`src/rtl/hazard_ctrl_pkg.sv`:
```
// Shared types and constants for the load-use hazard / forwarding controller.
// The datapath operand muxes decode the same FWD_* selects.
package hazard_ctrl_pkg;

  localparam logic [1:0] FWD_REG     = 2'b00;
  localparam logic [1:0] FWD_EXE_ALU = 2'b01;
  localparam logic [1:0] FWD_MEM_ALU = 2'b10;
  localparam logic [1:0] FWD_MEM_LD  = 2'b11;

  typedef struct packed {
    logic       valid;
    logic       wreg;
    logic       m2reg;
    logic [4:0] dest;
  } slot_t;

  // The nearest writer wins. A load still in EXE has no data yet, so it never forwards.
  function automatic logic [1:0] fwd_sel(logic exe_hit, logic exe_ld,
                                         logic mem_hit, logic mem_ld);
    logic [1:0] sel;
    sel = FWD_REG;
    if (exe_hit && !exe_ld) begin
      sel = FWD_EXE_ALU;
    end else if (mem_hit) begin
      sel = mem_ld ? FWD_MEM_LD : FWD_MEM_ALU;
    end
    return sel;
  endfunction

endpackage

```
`src/rtl/hazard_ctrl_if.sv`:
```
// ID-stage decode inputs and pipeline-control outputs of hazard_ctrl.
// The dbg_* signals expose the scoreboard slots.
interface hazard_ctrl_if #(parameter int CNT_W = 16);
  import hazard_ctrl_pkg::*;

  logic [4:0]       id_rs;
  logic [4:0]       id_rt;
  logic             id_use_rs;
  logic             id_use_rt;
  logic             id_wreg;
  logic             id_m2reg;
  logic [4:0]       id_dest;
  logic             pc_we;
  logic             ifid_we;
  logic             idexe_bubble;
  logic [1:0]       fwda;
  logic [1:0]       fwdb;
  logic [CNT_W-1:0] stall_cnt;
  slot_t            dbg_exe;
  slot_t            dbg_mem;
  slot_t            dbg_wb;

  modport master (
    output id_rs, id_rt, id_use_rs, id_use_rt, id_wreg, id_m2reg, id_dest,
    input  pc_we, ifid_we, idexe_bubble, fwda, fwdb, stall_cnt,
    input  dbg_exe, dbg_mem, dbg_wb
  );

  modport slave (
    input  id_rs, id_rt, id_use_rs, id_use_rt, id_wreg, id_m2reg, id_dest,
    output pc_we, ifid_we, idexe_bubble, fwda, fwdb, stall_cnt,
    output dbg_exe, dbg_mem, dbg_wb
  );

endinterface

```
`src/rtl/hazard_slot_match.sv`:
```
// Reports whether a scoreboard slot will write register i_reg. Register $0 never matches.
module hazard_slot_match
  import hazard_ctrl_pkg::*;
(
  input  slot_t      i_slot,
  input  logic [4:0] i_reg,
  output logic       o_writes
);

  assign o_writes = i_slot.valid && i_slot.wreg &&
                    (i_slot.dest == i_reg) && (i_reg != 5'd0);

endmodule

```
`src/rtl/hazard_ctrl.sv`:
```
// Tracks the EXE/MEM/WB destinations to stall on a load-use hazard and to
// choose operand forwarding sources for the instruction in ID.
module hazard_ctrl
  import hazard_ctrl_pkg::*;
#(
  parameter int CNT_W = 16
) (
  input  logic        clk,
  input  logic        rst,
  hazard_ctrl_if.slave bus
);

  localparam logic [CNT_W-1:0] CNT_MAX = {CNT_W{1'b1}};

  slot_t            r_exe;
  slot_t            r_mem;
  slot_t            r_wb;
  logic [CNT_W-1:0] r_stall_cnt;

  slot_t w_id_slot;
  logic  w_exe_rs;
  logic  w_exe_rt;
  logic  w_mem_rs;
  logic  w_mem_rt;
  logic  w_stall;

  assign w_id_slot = '{valid: 1'b1, wreg: bus.id_wreg, m2reg: bus.id_m2reg,
                       dest: bus.id_dest};

  hazard_slot_match u_exe_rs (.i_slot(r_exe), .i_reg(bus.id_rs), .o_writes(w_exe_rs));
  hazard_slot_match u_exe_rt (.i_slot(r_exe), .i_reg(bus.id_rt), .o_writes(w_exe_rt));
  hazard_slot_match u_mem_rs (.i_slot(r_mem), .i_reg(bus.id_rs), .o_writes(w_mem_rs));
  hazard_slot_match u_mem_rt (.i_slot(r_mem), .i_reg(bus.id_rt), .o_writes(w_mem_rt));

  assign w_stall = r_exe.m2reg && ((w_exe_rs && bus.id_use_rs) ||
                                   (w_exe_rt && bus.id_use_rt));

  assign bus.pc_we        = !w_stall;
  assign bus.ifid_we      = !w_stall;
  assign bus.idexe_bubble = w_stall;
  assign bus.fwda         = fwd_sel(w_exe_rs, r_exe.m2reg, w_mem_rs, r_mem.m2reg);
  assign bus.fwdb         = fwd_sel(w_exe_rt, r_exe.m2reg, w_mem_rt, r_mem.m2reg);
  assign bus.stall_cnt    = r_stall_cnt;
  assign bus.dbg_exe      = r_exe;
  assign bus.dbg_mem      = r_mem;
  assign bus.dbg_wb       = r_wb;

  // WB is kept only to mirror MEM/WB; the register file covers that distance.
  always_ff @(posedge clk or posedge rst) begin
    if (rst) begin
      r_exe <= '0;
      r_mem <= '0;
      r_wb  <= '0;
    end else begin
      r_wb  <= r_mem;
      r_mem <= r_exe;
      r_exe <= w_stall ? slot_t'('0) : w_id_slot;
    end
  end

  always_ff @(posedge clk or posedge rst) begin
    if (rst) begin
      r_stall_cnt <= '0;
    end else if (w_stall && (r_stall_cnt != CNT_MAX)) begin
      r_stall_cnt <= r_stall_cnt + 1'b1;
    end
  end

endmodule

```
`src/flat_wrapper.sv`:
```
// flat-port wrapper written by rule: the top's interface ports become plain ports
module hazard_ctrl_flat import hazard_ctrl_pkg::*;
#(
  parameter int CNT_W = 16
)
  (clk, rst, bus_id_rs, bus_id_rt, bus_id_use_rs, bus_id_use_rt, bus_id_wreg, bus_id_m2reg, bus_id_dest, bus_pc_we, bus_ifid_we, bus_idexe_bubble, bus_fwda, bus_fwdb, bus_stall_cnt, bus_dbg_exe, bus_dbg_mem, bus_dbg_wb);
  hazard_ctrl_if #(.CNT_W(CNT_W)) bus_i ();
  input  logic clk;
  input  logic rst;
  input wire logic [$bits(bus_i.id_rs)-1:0] bus_id_rs;
  input wire logic [$bits(bus_i.id_rt)-1:0] bus_id_rt;
  input wire logic [$bits(bus_i.id_use_rs)-1:0] bus_id_use_rs;
  input wire logic [$bits(bus_i.id_use_rt)-1:0] bus_id_use_rt;
  input wire logic [$bits(bus_i.id_wreg)-1:0] bus_id_wreg;
  input wire logic [$bits(bus_i.id_m2reg)-1:0] bus_id_m2reg;
  input wire logic [$bits(bus_i.id_dest)-1:0] bus_id_dest;
  output wire logic [$bits(bus_i.pc_we)-1:0] bus_pc_we;
  output wire logic [$bits(bus_i.ifid_we)-1:0] bus_ifid_we;
  output wire logic [$bits(bus_i.idexe_bubble)-1:0] bus_idexe_bubble;
  output wire logic [$bits(bus_i.fwda)-1:0] bus_fwda;
  output wire logic [$bits(bus_i.fwdb)-1:0] bus_fwdb;
  output wire logic [$bits(bus_i.stall_cnt)-1:0] bus_stall_cnt;
  output wire logic [$bits(bus_i.dbg_exe)-1:0] bus_dbg_exe;
  output wire logic [$bits(bus_i.dbg_mem)-1:0] bus_dbg_mem;
  output wire logic [$bits(bus_i.dbg_wb)-1:0] bus_dbg_wb;
  assign bus_i.id_rs = bus_id_rs;
  assign bus_i.id_rt = bus_id_rt;
  assign bus_i.id_use_rs = bus_id_use_rs;
  assign bus_i.id_use_rt = bus_id_use_rt;
  assign bus_i.id_wreg = bus_id_wreg;
  assign bus_i.id_m2reg = bus_id_m2reg;
  assign bus_i.id_dest = bus_id_dest;
  assign bus_pc_we = bus_i.pc_we;
  assign bus_ifid_we = bus_i.ifid_we;
  assign bus_idexe_bubble = bus_i.idexe_bubble;
  assign bus_fwda = bus_i.fwda;
  assign bus_fwdb = bus_i.fwdb;
  assign bus_stall_cnt = bus_i.stall_cnt;
  assign bus_dbg_exe = bus_i.dbg_exe;
  assign bus_dbg_mem = bus_i.dbg_mem;
  assign bus_dbg_wb = bus_i.dbg_wb;
  hazard_ctrl #(.CNT_W(CNT_W)) u_core (.clk(clk), .rst(rst), .bus(bus_i));
endmodule
```
`config.mk`:
```
export PLATFORM = sky130hd
export DESIGN_NAME = hazard_ctrl_flat
export DESIGN_NICKNAME = d
export VERILOG_FILES = /design/src/rtl/hazard_ctrl_pkg.sv /design/src/rtl/hazard_ctrl_if.sv /design/src/rtl/hazard_slot_match.sv /design/src/rtl/hazard_ctrl.sv /design/src/flat_wrapper.sv
export SDC_FILE = /design/constraint.sdc
export NUM_CORES = 1
export LEC_CHECK = 0
export CORE_ASPECT_RATIO = 1.4
export CORE_UTILIZATION = 40
export DETAILED_ROUTE_END_ITERATION = 10
export PLACE_DENSITY = 0.74
export SLEW_MARGIN = 25
export SYNTH_ARGS = -nofsm -noshare
export SYNTH_HDL_FRONTEND = slang
export SYNTH_SLANG_ARGS = --single-unit
```
`constraint.sdc`:
```
create_clock -name clk -period 2.4 [get_ports clk]
set_input_delay 0.24 -clock clk [delete_from_list [all_inputs] [get_ports clk]]
set_output_delay 0.24 -clock clk [all_outputs]
set_load 0.01 [all_outputs]
```
Word level (Yosys, flattened, before mapping) --
Index checks and enable logic that the tools add are counted.
Operators by class: add/sub/neg operators 1, equality and inequality tests 5, muxes and demuxes 6, reductions and logical operators 21
Operators by type and width (number):
- $eq A5 B5 Y1 | 4
- $add A16 B1 Y16 const B | 1
- $logic_and A1 B1 Y1 | 16
- $ne A16 B16 Y1 const B | 1
- $reduce_bool A5 Y1 | 2
- $mux W2 | 4
- $mux W8 | 1
- $logic_not A1 Y1 | 2
- $logic_or A1 B1 Y1 | 1
- $mux W1 | 1
Word-level totals: flip-flop bits (word level) 40, bits of input ports 21, output and inout port bits 47, logic and storage cells 46

Logic depth before layout (Yosys ltp) --
depth in word-level cells 7, depth in mapped cells 7, depth with buffers taken out 6

Hierarchy --
A second synthesis with hierarchy kept.
Second synthesis, totals: cells, all modules 155, area total of the unflattened synthesis 1831.8 µm²
Modules (own cells, without submodules):
- hazard_ctrl | instances 1, cells an instance 115, area each 1526.5 µm², sequential area each 1001.0 µm²
- hazard_slot_match | instances 4, cells an instance 10, area each 76.3 µm², sequential area each 0.0 µm²

Worst setup path before layout --
OpenSTA, ideal clock, no wires.
kind register to register, from reg u_core.r_exe (netlist bit u_core.bus.dbg_exe[0]), to reg u_core.r_stall_cnt[3] (netlist: u_core.bus.stall_cnt[3]), library setup time 127 ps, arrival 1816 ps, data required time 2273 ps, slack 457 ps, cell stages (with the launch flop) 8, buffers on the path 1, clock period less this slack 1943 ps, cells stage by stage dfrtp_1 -> xnor2_1 -> nand4_1 -> or4_4 -> a21oi_2 -> buf_6 -> nand4_4 -> xnor2_2
Between the ends: word-level cells in the longest chain between the ends 7, elaborated cells between the ends (all ways) 11, those cells by class eq/ne: 2; reduce/logical: 9
RTL lines:
- start: declaration | line hazard_ctrl.sv:15 | slot_t r_exe;
- start signal: assignment | line hazard_ctrl.sv:57 | r_exe <= w_stall ? slot_t'('0) : w_id_slot;
- $eq A5 B5 Y1 | line hazard_slot_match.sv:11 | (i_slot.dest == i_reg) && (i_reg != 5'd0);
- $logic_and A1 B1 Y1 | line hazard_slot_match.sv:10 | assign o_writes = i_slot.valid && i_slot.wreg &&
- $logic_and A1 B1 Y1 | line hazard_slot_match.sv:11
- $logic_and A1 B1 Y1 (on tied branches) | line hazard_ctrl.sv:35, hazard_ctrl.sv:36
- $logic_or A1 B1 Y1 (*) | line hazard_ctrl.sv:35 | assign w_stall = r_exe.m2reg && ((w_exe_rs && bus.id_use_rs) ||
- $logic_and A1 B1 Y1 (*) | line hazard_ctrl.sv:35
- $logic_and A1 B1 Y1 (*) | line hazard_ctrl.sv:64 | end else if (w_stall && (r_stall_cnt != CNT_MAX)) begin
- end signal: assignment | line hazard_ctrl.sv:65 | r_stall_cnt <= r_stall_cnt + 1'b1;
- end: declaration | line hazard_ctrl.sv:18 | logic [CNT_W-1:0] r_stall_cnt;
Every way passes the cells marked *; elsewhere a longest branch is shown, timed or not. A chain may end at the register's enable or synchronous reset.

Worst setup path in the final report --
from in bus_id_rs[0], to out bus_fwda[0]
Between the ends: word-level cells in the longest chain between the ends 5, elaborated cells between the ends (all ways) 10, those cells by class eq/ne: 2; mux: 2; reduce/logical: 6
RTL lines:
- start: declaration | line flat_wrapper.sv:10 | input wire logic [$bits(bus_i.id_rs)-1:0] bus_id_rs;
- $eq A5 B5 Y1 | line hazard_slot_match.sv:11
- $logic_and A1 B1 Y1 | line hazard_slot_match.sv:10
- $logic_and A1 B1 Y1 | line hazard_slot_match.sv:11
- $mux W2 or $logic_and A1 B1 Y1 (tied branches) | line hazard_ctrl_pkg.sv:24, hazard_ctrl_pkg.sv:22
- $mux W2 (*) | line hazard_ctrl_pkg.sv:22 | if (exe_hit && !exe_ld) begin
- end: declaration | line flat_wrapper.sv:20 | output wire logic [$bits(bus_i.fwda)-1:0] bus_fwda;
Marks and branches as above.

==> results.yml <==
setup_path:
  cp_slowest_cell: "or4_4"
  endpoint_kind: "output pin"
  critPathArrivalTime_ps: 2040
  reg2reg_depth: 7
  cpPeakStageDelay_ps: 570
  path_delay_family: "simple AND/OR/NAND/NOR gates"
  path_buf_inv: 2
  path_cells: "dlygate4sd2_1 -> or4_4 -> nor2_2 -> nor4_2 -> a22o_1 -> clkdlybuf4s50_1"
  worstPathRequired_ps: 2160
  path_class: "input port to output pin"
  worst_setup_path_start_kind: "input port"
  crit_fanout: 3
  crit_cells: 6
power_and_ir_drop:
  ir_drop_mv: 0.387
  p_per_area_nw_per_um2: 551
  p_leak_nw: 1.22
synthesis:
  synth-edff-count: 0
  synth_top_area_share_pct: 55.4
  syn-instance-count: 151
  yosysWarnings: 0
  async_flop_share_pct: 100
  avgSynthCellArea_sq_um: 12.0
  synth_top_cells_by_area: "dfrtp_1, xnor2_1, xor2_1"
  seq_area_frac_synth_pct: 55.4
  netlist_area_sq_um: 1810
  synth_ff_type: "dfrtp_1"
  synth.most_common_cell: "dfrtp_1"
  ys_seq_elements: 40
  yosysTopAreaCell: "dfrtp_1"
  synthTopCellsByCount: "dfrtp_1, xnor2_1, nand2_1"
  synth_cell_types: 27
  syn_nets: 173
cts:
  clockRootBuffer: "clkbuf_8"
  cts_buffer_depth: 2
  cts_hold_buffers: 0
  clk_latency_ps: 290
  clkTransAtPathRegs_ps: 70
  cts_buffers: 5
  htree_levels: 2
  cts_tree: "built"
  cts_sinks: 40
placed_design:
  placed_area_sq_um: 2630
  gp_congestion: 0.860
  io_buffers: 67
  hpwlAfterDp_um: 3150
sta:
  holdWs_ps: 364
  period_share_pct: 95.0
  max_slew_margin_pct: 67.9
  finalHoldViolations: 0
  period_needed_ps: 2280
  rsz0062_at_grt: "no"
  slew_viol_final: 0
  finalSetupViolCount: 0
  fmax_mhz: 439
  tightest_slew_ps: 482
  finalClockSkew_ps: 8.76
grt:
  grt_max_degree: 41
  track_usage_pct: 18.3
  antenna_found_initial: 0
  grt_pass1_vias: 1387
  grt_pass1_wl_um: 6400
  grt_remaining_overflow: 0
floorplanning:
  die_h_um: 81.6
  die_w_um: 58.8
  core-area_sq_um: 4270
  row_count: 28
  boundaryPins: 68
  die_area_sq_um: 4800
  initial_utilization_pct: 42.3
flow_run:
  cap_violations: 0
layout:
  layout-drive-gt1-share_pct: 19.9
  nets: 257
  synthToLayoutAreaGrowth_pct: 55.6
  num_antenna_cells: 0
  fin_area_sq_um: 2810
  fill_cells: 356
routing:
  viasPerCell: 4.79
  vias: 1419
  route.detailed.drc: 0
  ant_nets: 0
  wirelength_um: 4080
  initialDrtViolationCount: 18
  avgRoutedWirePerCell_um: 13.8
  firstDrtPassIters: 4
outcome:
  status: "finished clean"
min_path:
  hold_class: "input port to asynchronous set/reset pin"
-- what timing repair did --
item / in CTS / in global routing
setup endpoints to repair: 7 / 3
resized for setup: 24 / 5
hold endpoints to repair: 0 / 0
pin swaps: 1 / 1
buffers inserted: 0 / 0
-- registers in the layout, indices dropped and copies added, names as in the netlist --
| name | cells |
|---|---|
| u_core.bus.dbg_wb | 8 |
| u_core.bus.dbg_mem | 8 |
| u_core.bus.stall_cnt | 16 |
| u_core.bus.dbg_exe | 8 |
-- metrics by stage --
step	setup TNS [ps]	utilization [%]	setup slack (ps)	cells	total power, mW
2_1_floorplan	0	-	457	151	0.834
3_3_place_gp	-752	61.4	-172	288	0.962
3_5_place_dp	-1050	61.4	-210	288	0.967
4_1_cts	0	65.3	7.48	296	1.56
5_1_grt	0	65.8	48.9	296	1.61
6_report	0	65.8	121	296	1.55
-- tightest hold or removal path: stages --
cell,delay (ps)
clkdlybuf4s50_1,390
inv_1,50
buf_4,410
-- layer usage --
layer	vias to the layer above	part of all wire, %	GRT usage (%)
li1	695	-	-
met1	678	40	20.5
met2	38	53	32.4
met3	8	4.0	4.57
met4	0	2.1	8.10
met5	-	0	0
-- area by class of cell --
class	count	area (sq um)	area share, %
tap	60	75.1	2.67
clock buffer	7	96.3	3.43
inverter	3	11.3	0.400
clock inverter	1	30.0	1.07
timing repair buffer	79	751	26.7
multi-input combinational	106	845	30.0
sequential	40	1000	35.7
-- final timing paths --
path	from	end	slack (ps)
max in group asynchronous	rst	u_core.bus.dbg_exe[1]	1670
worst max register to register	u_core.bus.dbg_exe[4]	u_core.bus.stall_cnt[1]	290
worst min-delay path	rst	u_core.bus.dbg_wb[5]	360
min in group clk	u_core.bus.dbg_mem[6]	u_core.bus.dbg_wb[6]	410
worst min register to register	u_core.bus.dbg_mem[6]	u_core.bus.dbg_wb[6]	410
worst max-delay path	bus_id_rs[0]	bus_fwda[0]	120
-- power by group --
part | switching, mW | internal (mW)
Clock | 0.224 | 0.367
Sequential | 0.0414 | 0.704
Combinational | 0.0888 | 0.125
Total | 0.354 | 1.20
-- layout by cell type, fill, tap and decap left out, drive strengths merged --
| master | n |
|---|---|
| bufinv | 1 |
| and2 | 7 |
| nand4 | 9 |
| nand2b | 1 |
| xor2 | 8 |
| clkdlybuf4s50 | 53 |
| dlymetal6s2s | 2 |
| o41ai | 1 |
| dfrtp | 40 |
| a21boi | 2 |
| nand2 | 10 |
| a21oi | 1 |
| ha | 1 |
| and3 | 6 |
| nor3 | 2 |
| nor2 | 7 |
| mux2 | 3 |
| dlygate4sd2 | 12 |
| xnor2 | 25 |
| nor4 | 4 |
| buf | 12 |
| or4 | 4 |
| nand3 | 12 |
| clkbuf | 7 |
| inv | 3 |
| and4 | 1 |
| a22o | 2 |
-- cells by family after synthesis --
logic type | share of synthesized area [%]
xor gates and xnor gates | 16.4
and+or+nand+nor | 21.2
adders and majority gates | 0.692
DFF | 55.4
AOI/OAI and AO/OA | 2.77
muxes | 1.87
buffers and inverters | 1.66
Power figures use the tool's default switching activity.
